<file path="src/rtl/csa_pipe_adder_if.sv">
// Valid/ready operand and result bundle for the pipelined carry-skip adder.
// The master side drives operands and out_ready; the slave side is the adder.
interface csa_pipe_adder_if #(
  parameter int WIDTH   = 16,
  parameter int NUM_BLK = 4
);
  logic               in_valid;
  logic               in_ready;
  logic [WIDTH-1:0]   a;
  logic [WIDTH-1:0]   b;
  logic               cin;
  logic               sub;
  logic               out_valid;
  logic               out_ready;
  logic [WIDTH-1:0]   sum;
  logic               cout;
  logic               ovf;
  logic [NUM_BLK-1:0] skip_mask;

  modport master (
    output in_valid, a, b, cin, sub, out_ready,
    input  in_ready, out_valid, sum, cout, ovf, skip_mask
  );

  modport slave (
    input  in_valid, a, b, cin, sub, out_ready,
    output in_ready, out_valid, sum, cout, ovf, skip_mask
  );
endinterface

</file>
<file path="src/rtl/csa_pipe_adder.sv">
// Pipelined carry-skip adder/subtractor: BPS skip blocks of BLK bits per stage,
// global stall from the output handshake, last stage doubles as the output register.
module csa_pipe_adder #(
  parameter int WIDTH = 16,
  parameter int BLK   = 4,
  parameter int BPS   = 1
) (
  input logic             clk,
  input logic             rst_n,
  csa_pipe_adder_if.slave bus
);
  localparam int NUM_BLK = WIDTH / BLK;
  localparam int NUM_STG = NUM_BLK / BPS;
  localparam int SW      = BPS * BLK;
  localparam int LAST    = NUM_STG - 1;

  logic adv;

  logic               v_i   [NUM_STG];
  logic [WIDTH-1:0]   ax_i  [NUM_STG];
  logic [WIDTH-1:0]   bb_i  [NUM_STG];
  logic               c_i   [NUM_STG];
  logic [NUM_BLK-1:0] msk_i [NUM_STG];

  logic               v_q   [NUM_STG];
  logic [WIDTH-1:0]   ax_q  [NUM_STG];
  logic [WIDTH-1:0]   bb_q  [NUM_STG];
  logic               c_q   [NUM_STG];
  logic [NUM_BLK-1:0] msk_q [NUM_STG];
  logic               ovf_q;

  assign adv          = !bus.out_valid || bus.out_ready;
  assign bus.in_ready = adv;

  // ax shifts right by SW per stage with the fresh sum bits entering at the top,
  // so the next stage always works on the low SW bits and the last stage holds the
  // full sum. bb rotates so its MSB sits at SW-1 when the last stage needs it.
  for (genvar s = 0; s < NUM_STG; s++) begin : g_stg
    logic           c_o;
    logic           rc;
    logic           pp;
    logic           x;
    logic [SW-1:0]  sum_blk;
    logic [BPS-1:0] p_blk;

    if (s == 0) begin : g_src
      assign v_i[s]   = bus.in_valid;
      assign ax_i[s]  = bus.a;
      assign bb_i[s]  = bus.sub ? ~bus.b : bus.b;
      assign c_i[s]   = bus.sub | bus.cin;
      assign msk_i[s] = '0;
    end else begin : g_src
      assign v_i[s]   = v_q[s-1];
      assign ax_i[s]  = ax_q[s-1];
      assign bb_i[s]  = bb_q[s-1];
      assign c_i[s]   = c_q[s-1];
      assign msk_i[s] = msk_q[s-1];
    end

    always_comb begin
      c_o     = c_i[s];
      rc      = 1'b0;
      pp      = 1'b0;
      x       = 1'b0;
      sum_blk = '0;
      p_blk   = '0;
      for (int j = 0; j < BPS; j++) begin
        rc = c_o;
        pp = 1'b1;
        for (int k = 0; k < BLK; k++) begin
          x                = ax_i[s][j*BLK+k] ^ bb_i[s][j*BLK+k];
          sum_blk[j*BLK+k] = x ^ rc;
          rc               = (ax_i[s][j*BLK+k] & bb_i[s][j*BLK+k]) | (x & rc);
          pp               = pp & x;
        end
        p_blk[j] = pp;
        // skip mux: an all-propagate block forwards its incoming carry untouched
        c_o = pp ? c_o : rc;
      end
    end

    if (s < LAST) begin : g_reg
      always_ff @(posedge clk) begin
        if (!rst_n) begin
          v_q[s]   <= 1'b0;
          ax_q[s]  <= '0;
          bb_q[s]  <= '0;
          c_q[s]   <= 1'b0;
          msk_q[s] <= '0;
        end else if (adv) begin
          v_q[s]   <= v_i[s];
          ax_q[s]  <= (ax_i[s] >> SW) | (WIDTH'(sum_blk) << (WIDTH - SW));
          bb_q[s]  <= (bb_i[s] >> SW) | (bb_i[s] << (WIDTH - SW));
          c_q[s]   <= c_o;
          msk_q[s] <= msk_i[s] | (NUM_BLK'(p_blk) << (s * BPS));
        end
      end
    end else begin : g_reg
      always_ff @(posedge clk) begin
        if (!rst_n) begin
          v_q[s]   <= 1'b0;
          ax_q[s]  <= '0;
          c_q[s]   <= 1'b0;
          msk_q[s] <= '0;
          ovf_q    <= 1'b0;
        end else if (adv) begin
          v_q[s]   <= v_i[s];
          ax_q[s]  <= (ax_i[s] >> SW) | (WIDTH'(sum_blk) << (WIDTH - SW));
          c_q[s]   <= c_o;
          msk_q[s] <= msk_i[s] | (NUM_BLK'(p_blk) << (s * BPS));
          ovf_q    <= (ax_i[s][SW-1] == bb_i[s][SW-1]) && (sum_blk[SW-1] != ax_i[s][SW-1]);
        end
      end
    end
  end

  assign bus.out_valid = v_q[LAST];
  assign bus.sum       = ax_q[LAST];
  assign bus.cout      = c_q[LAST];
  assign bus.ovf       = ovf_q;
  assign bus.skip_mask = msk_q[LAST];
endmodule

</file>
<file path="src/flat_wrapper.sv">
// flat-port wrapper written by rule: the top's interface ports become plain ports
module csa_pipe_adder_flat 
#(
  parameter int WIDTH = 16,
  parameter int BLK   = 4,
  parameter int BPS   = 1
)
  (clk, rst_n, bus_in_valid, bus_a, bus_b, bus_cin, bus_sub, bus_out_ready, bus_in_ready, bus_out_valid, bus_sum, bus_cout, bus_ovf, bus_skip_mask);
  csa_pipe_adder_if #(.WIDTH(WIDTH), .NUM_BLK(4)) bus_i ();
  input logic clk;
  input logic rst_n;
  input wire logic [$bits(bus_i.in_valid)-1:0] bus_in_valid;
  input wire logic [$bits(bus_i.a)-1:0] bus_a;
  input wire logic [$bits(bus_i.b)-1:0] bus_b;
  input wire logic [$bits(bus_i.cin)-1:0] bus_cin;
  input wire logic [$bits(bus_i.sub)-1:0] bus_sub;
  input wire logic [$bits(bus_i.out_ready)-1:0] bus_out_ready;
  output wire logic [$bits(bus_i.in_ready)-1:0] bus_in_ready;
  output wire logic [$bits(bus_i.out_valid)-1:0] bus_out_valid;
  output wire logic [$bits(bus_i.sum)-1:0] bus_sum;
  output wire logic [$bits(bus_i.cout)-1:0] bus_cout;
  output wire logic [$bits(bus_i.ovf)-1:0] bus_ovf;
  output wire logic [$bits(bus_i.skip_mask)-1:0] bus_skip_mask;
  assign bus_i.in_valid = bus_in_valid;
  assign bus_i.a = bus_a;
  assign bus_i.b = bus_b;
  assign bus_i.cin = bus_cin;
  assign bus_i.sub = bus_sub;
  assign bus_i.out_ready = bus_out_ready;
  assign bus_in_ready = bus_i.in_ready;
  assign bus_out_valid = bus_i.out_valid;
  assign bus_sum = bus_i.sum;
  assign bus_cout = bus_i.cout;
  assign bus_ovf = bus_i.ovf;
  assign bus_skip_mask = bus_i.skip_mask;
  csa_pipe_adder #(.WIDTH(WIDTH), .BLK(BLK), .BPS(BPS)) u_core (.clk(clk), .rst_n(rst_n), .bus(bus_i));
endmodule
</file>
<file path="config.mk">
export PLATFORM = sky130hd
export DESIGN_NAME = csa_pipe_adder_flat
export DESIGN_NICKNAME = d
export VERILOG_FILES = /design/src/rtl/csa_pipe_adder_if.sv /design/src/rtl/csa_pipe_adder.sv /design/src/flat_wrapper.sv
export SDC_FILE = /design/constraint.sdc
export NUM_CORES = 1
export LEC_CHECK = 0
export BUFFER_PORTS_ARGS = -buffer_cell sky130_fd_sc_hd__buf_2
export CORE_MARGIN = 10
export CORE_UTILIZATION = 50
export DETAILED_ROUTE_END_ITERATION = 10
export GPL_ROUTABILITY_DRIVEN = 0
export HOLD_SLACK_MARGIN = 0.02
export PLACE_DENSITY = 0.71
export SLEW_MARGIN = 15
export SYNTH_ARGS = -nofsm -noshare
export SYNTH_HDL_FRONTEND = slang
export SYNTH_SLANG_ARGS = --single-unit
</file>
<file path="constraint.sdc">
create_clock -name clk -period 11.8 [get_ports clk]
set_clock_uncertainty 0.2 [all_clocks]
set_input_delay 3.54 -clock clk [delete_from_list [all_inputs] [get_ports clk]]
set_output_delay 3.54 -clock clk [all_outputs]
set_load 0.1 [all_outputs]
</file>
==> impl_metrics.env <==
export IMPL_ys_types=27
export IMPL_grt_max_degree=85
export IMPL_die_w_um=118.5
export IMPL_synth_top_family_by_area="simple AND/OR/NAND/NOR gates"
export IMPL_cts_tree="built"
export IMPL_syn_area_per_cell_um2=14.89
export IMPL_finalCriticalPeriod_ns=8.458
export IMPL_yosysWarnings=0
export IMPL_drive_gt1_share_pct=21.61
export IMPL_synth_nets=396
export IMPL_ys_seq_elements=107
export IMPL_hp_start="u_core.bus.ovf"
export IMPL_synth_area_um2=4853
export IMPL_async_reset_ff_share_pct=0
export IMPL_grt_pass1_wl_um=12710
export IMPL_nets=449
export IMPL_drc=0
export IMPL_r2r_end="u_core.bus.ovf"
export IMPL_ir_worst_vdd_mv=0.05637
export IMPL_synthSimpleGateAreaFrac_pct=14.02
export IMPL_synthAdderAreaFrac_pct=10.72
export IMPL_overflow=0
export IMPL_die_area_um2=14050
export IMPL_cts_buffer_depth=2
export IMPL_synthMuxAreaShare_pct=0.4125
export IMPL_period_share_pct=71.68
export IMPL_worst_slack_ns=3.342
export IMPL_grt_pass1_vias=2590
export IMPL_outcome="finished, final reports clean"
export IMPL_drtIter0Drc=181
export IMPL_path_clk_slew_ns=0.10
export IMPL_coreArea_um2=9328
export IMPL_cts_resized_gates=0
export IMPL_routedWlPerCell_um=14.59
export IMPL_initial_core_util_pct=52.03
export IMPL_r2r_cells=9
export IMPL_hold_ws_ns=0.2595
export IMPL_hold_depth=2
export IMPL_cts_hold_buf=0
export IMPL_synthCells=326
export IMPL_r2r_start="u_core.ax_q[2][0]"
export IMPL_synth_top_cells_by_count="104 x edfxtp_1, 77 x and3_1, 26 x nor2_1"
export IMPL_drv_slew=0
export IMPL_drv_cap=0
export IMPL_place_ws_ns=3.328
export IMPL_grt_antenna_before_repair=0
export IMPL_swShare_pct=25.32
export IMPL_clock_sinks=107
export IMPL_synth_compound_area_share_pct=0.6187
export IMPL_dr_pass1_iters=4
export IMPL_power_w=0.0007350
export IMPL_vias=2522
export IMPL_synth_top_area_cell="edfxtp_1"
export IMPL_synth_top_area_share_pct=64.35
export IMPL_die_h_um=118.5
export IMPL_clk_latency_ns=0.36
export IMPL_crit_required_ns=8.06
export IMPL_rsz0062_at_grt="false"
export IMPL_p_leak_nw=2.594
export IMPL_power_density_nw_per_um2=137.6
export IMPL_n_antenna_cell=0
export IMPL_clkPwrFrac_pct=27.1
export IMPL_worst_slew_pin_slew_ns=0.9683
export IMPL_internal_power_w=0.0005488
export IMPL_synth_edff_count=104
export IMPL_power_frac_comb_pct=11.5
export IMPL_worstPathArrival_ns=4.72
export IMPL_finalSetupViolations=0
export IMPL_cts_buffers=9
export IMPL_p_switching_w=0.0001861
export IMPL_place_hpwl_um=4955
export IMPL_min_delay_path_class="flop to flop"
export IMPL_fill_cells=782
export IMPL_synth_seq_area_share_pct=65.58
export IMPL_dp_cells=497
export IMPL_via_per_inst=4.916
export IMPL_syn_to_final_growth_pct=10.03
export IMPL_r2r_slack_ns=8.99
export IMPL_path_class="primary input to output port"
export IMPL_ios=62
export IMPL_fin_cells=513
export IMPL_ys_flop_type="edfxtp_1"
export IMPL_whs_endpoint="u_core.bus.ovf"
export IMPL_critPathMaxFanout=82
export IMPL_seqPwrFrac_pct=61.4
export IMPL_cts_max_level=3
export IMPL_root_buffer="clkbuf_8"
export IMPL_synthXorXnorAreaFrac_pct=3.068
export IMPL_fmax_mhz=118.2
export IMPL_fin_setup_tns_ns=0
export IMPL_drt_wl_total_um=7486
export IMPL_post_cts_buffers=0
export IMPL_slew_headroom_pct=35.45
export IMPL_cp_end_kind="output port"
export IMPL_hold_viol=0
export IMPL_num_rows=35
export IMPL_netlist_top_cells_area="edfxtp_1 64%, and3_1 9.9%, fa_1 6.6%, ha_1 4.1%, buf_6 2.6%"
export IMPL_crit_path_start_kind="primary input"
export IMPL_postRouteAntennaNets=0
export IMPL_yosysMostFrequentCell="edfxtp_1"
export IMPL_port_buffers=61
export IMPL_grt_usage_pct=10.81
layer usage:
| layer | vias up | part of all wire, % | track usage [%] | wire [µm] |
|---|---|---|---|---|
| met2 | 65 | 47 | 17.15 | 3530 |
| met1 | 1198 | 46 | 13.79 | 3452 |
| li1 | 1250 | - | - | - |
| met5 | - | 0 | 0 | 0 |
| met4 | 0 | 1.4 | 3.511 | 103 |
| met3 | 9 | 5.4 | 3.379 | 401 |
worst max-delay path, cell delays in order:
cell	delay, ns
buf_2	0.10
nor2b_4	0.06
inv_4	0.46
buf_2	0.55
cells in the final DEF, fill, tap and decap left out, types with 2 or more instances in the layout:
cell type / n
edfxtp_1: 104
and3_1: 77
buf_2: 61
nor2_1: 26
inv_1: 23
fa_1: 16
ha_1: 16
xnor2_1: 13
clkbuf_8: 9
xor2_1: 4
nand4_1: 4
nand2_1: 3
inv_6: 3
dfxtp_1: 3
nand3_1: 2
nand2_4: 2
mux2i_1: 2
a21boi_1: 2
buf_4: 2
final cells by class:
cell class / count / area, µm² / share of cell area, %
Inverter: 24 / 92.59 / 1.734
Clock inverter: 7 / 51.30 / 0.9606
Tap cell: 129 / 161.4 / 3.022
Clock buffer: 9 / 123.9 / 2.320
Sequential cell: 107 / 3183 / 59.61
Multi-Input combinational cell: 174 / 1408 / 26.36
Timing Repair Buffer: 63 / 320.3 / 5.998
worst max path at each step:
stage / start / to
2_1_floorplan: bus_out_ready / bus_in_ready
3_3_place_gp: bus_out_ready / bus_in_ready
3_5_place_dp: bus_out_ready / bus_in_ready
4_1_cts: bus_out_ready / bus_in_ready
5_1_grt: bus_out_ready / bus_in_ready
6_report: bus_out_ready / bus_in_ready
kinds of logic after synthesis:
kind of cell,Yosys count
simple gates,119
xor+xnor,17
fa+ha+maj,32
buf+inv,45
compound gates,4
flops,107
mux,2
registers in the layout (all words and copies together), names as in the netlist:
| name | cells |
|---|---|
| u_core.bus.ovf | 1 |
| u_core.v_q | 4 |
| u_core.ax_q | 64 |
| u_core.bb_q | 24 |
| u_core.msk_q | 10 |
| u_core.c_q | 4 |
power by group through the flow:
stage / Clock, W / Combinational, W / Sequential, W
2_1_floorplan: 0 / 0.0000400 / 0.000486
3_3_place_gp: 0 / 0.0000833 / 0.000459
3_5_place_dp: 0 / 0.0000862 / 0.000460
4_1_cts: 0.000206 / 0.0000866 / 0.000451
5_1_grt: 0.000223 / 0.0000941 / 0.000454
6_report: 0.000199 / 0.0000849 / 0.000451
metrics by stage:
step,utilization [%],cell area (µm²)
finish,57.25,5340
global route,57.25,5340
CTS,57.25,5340
detailed placement,55.37,5165
global placement,55.37,5165
floorplan,-,4853
(Power assumes the default switching activity.)
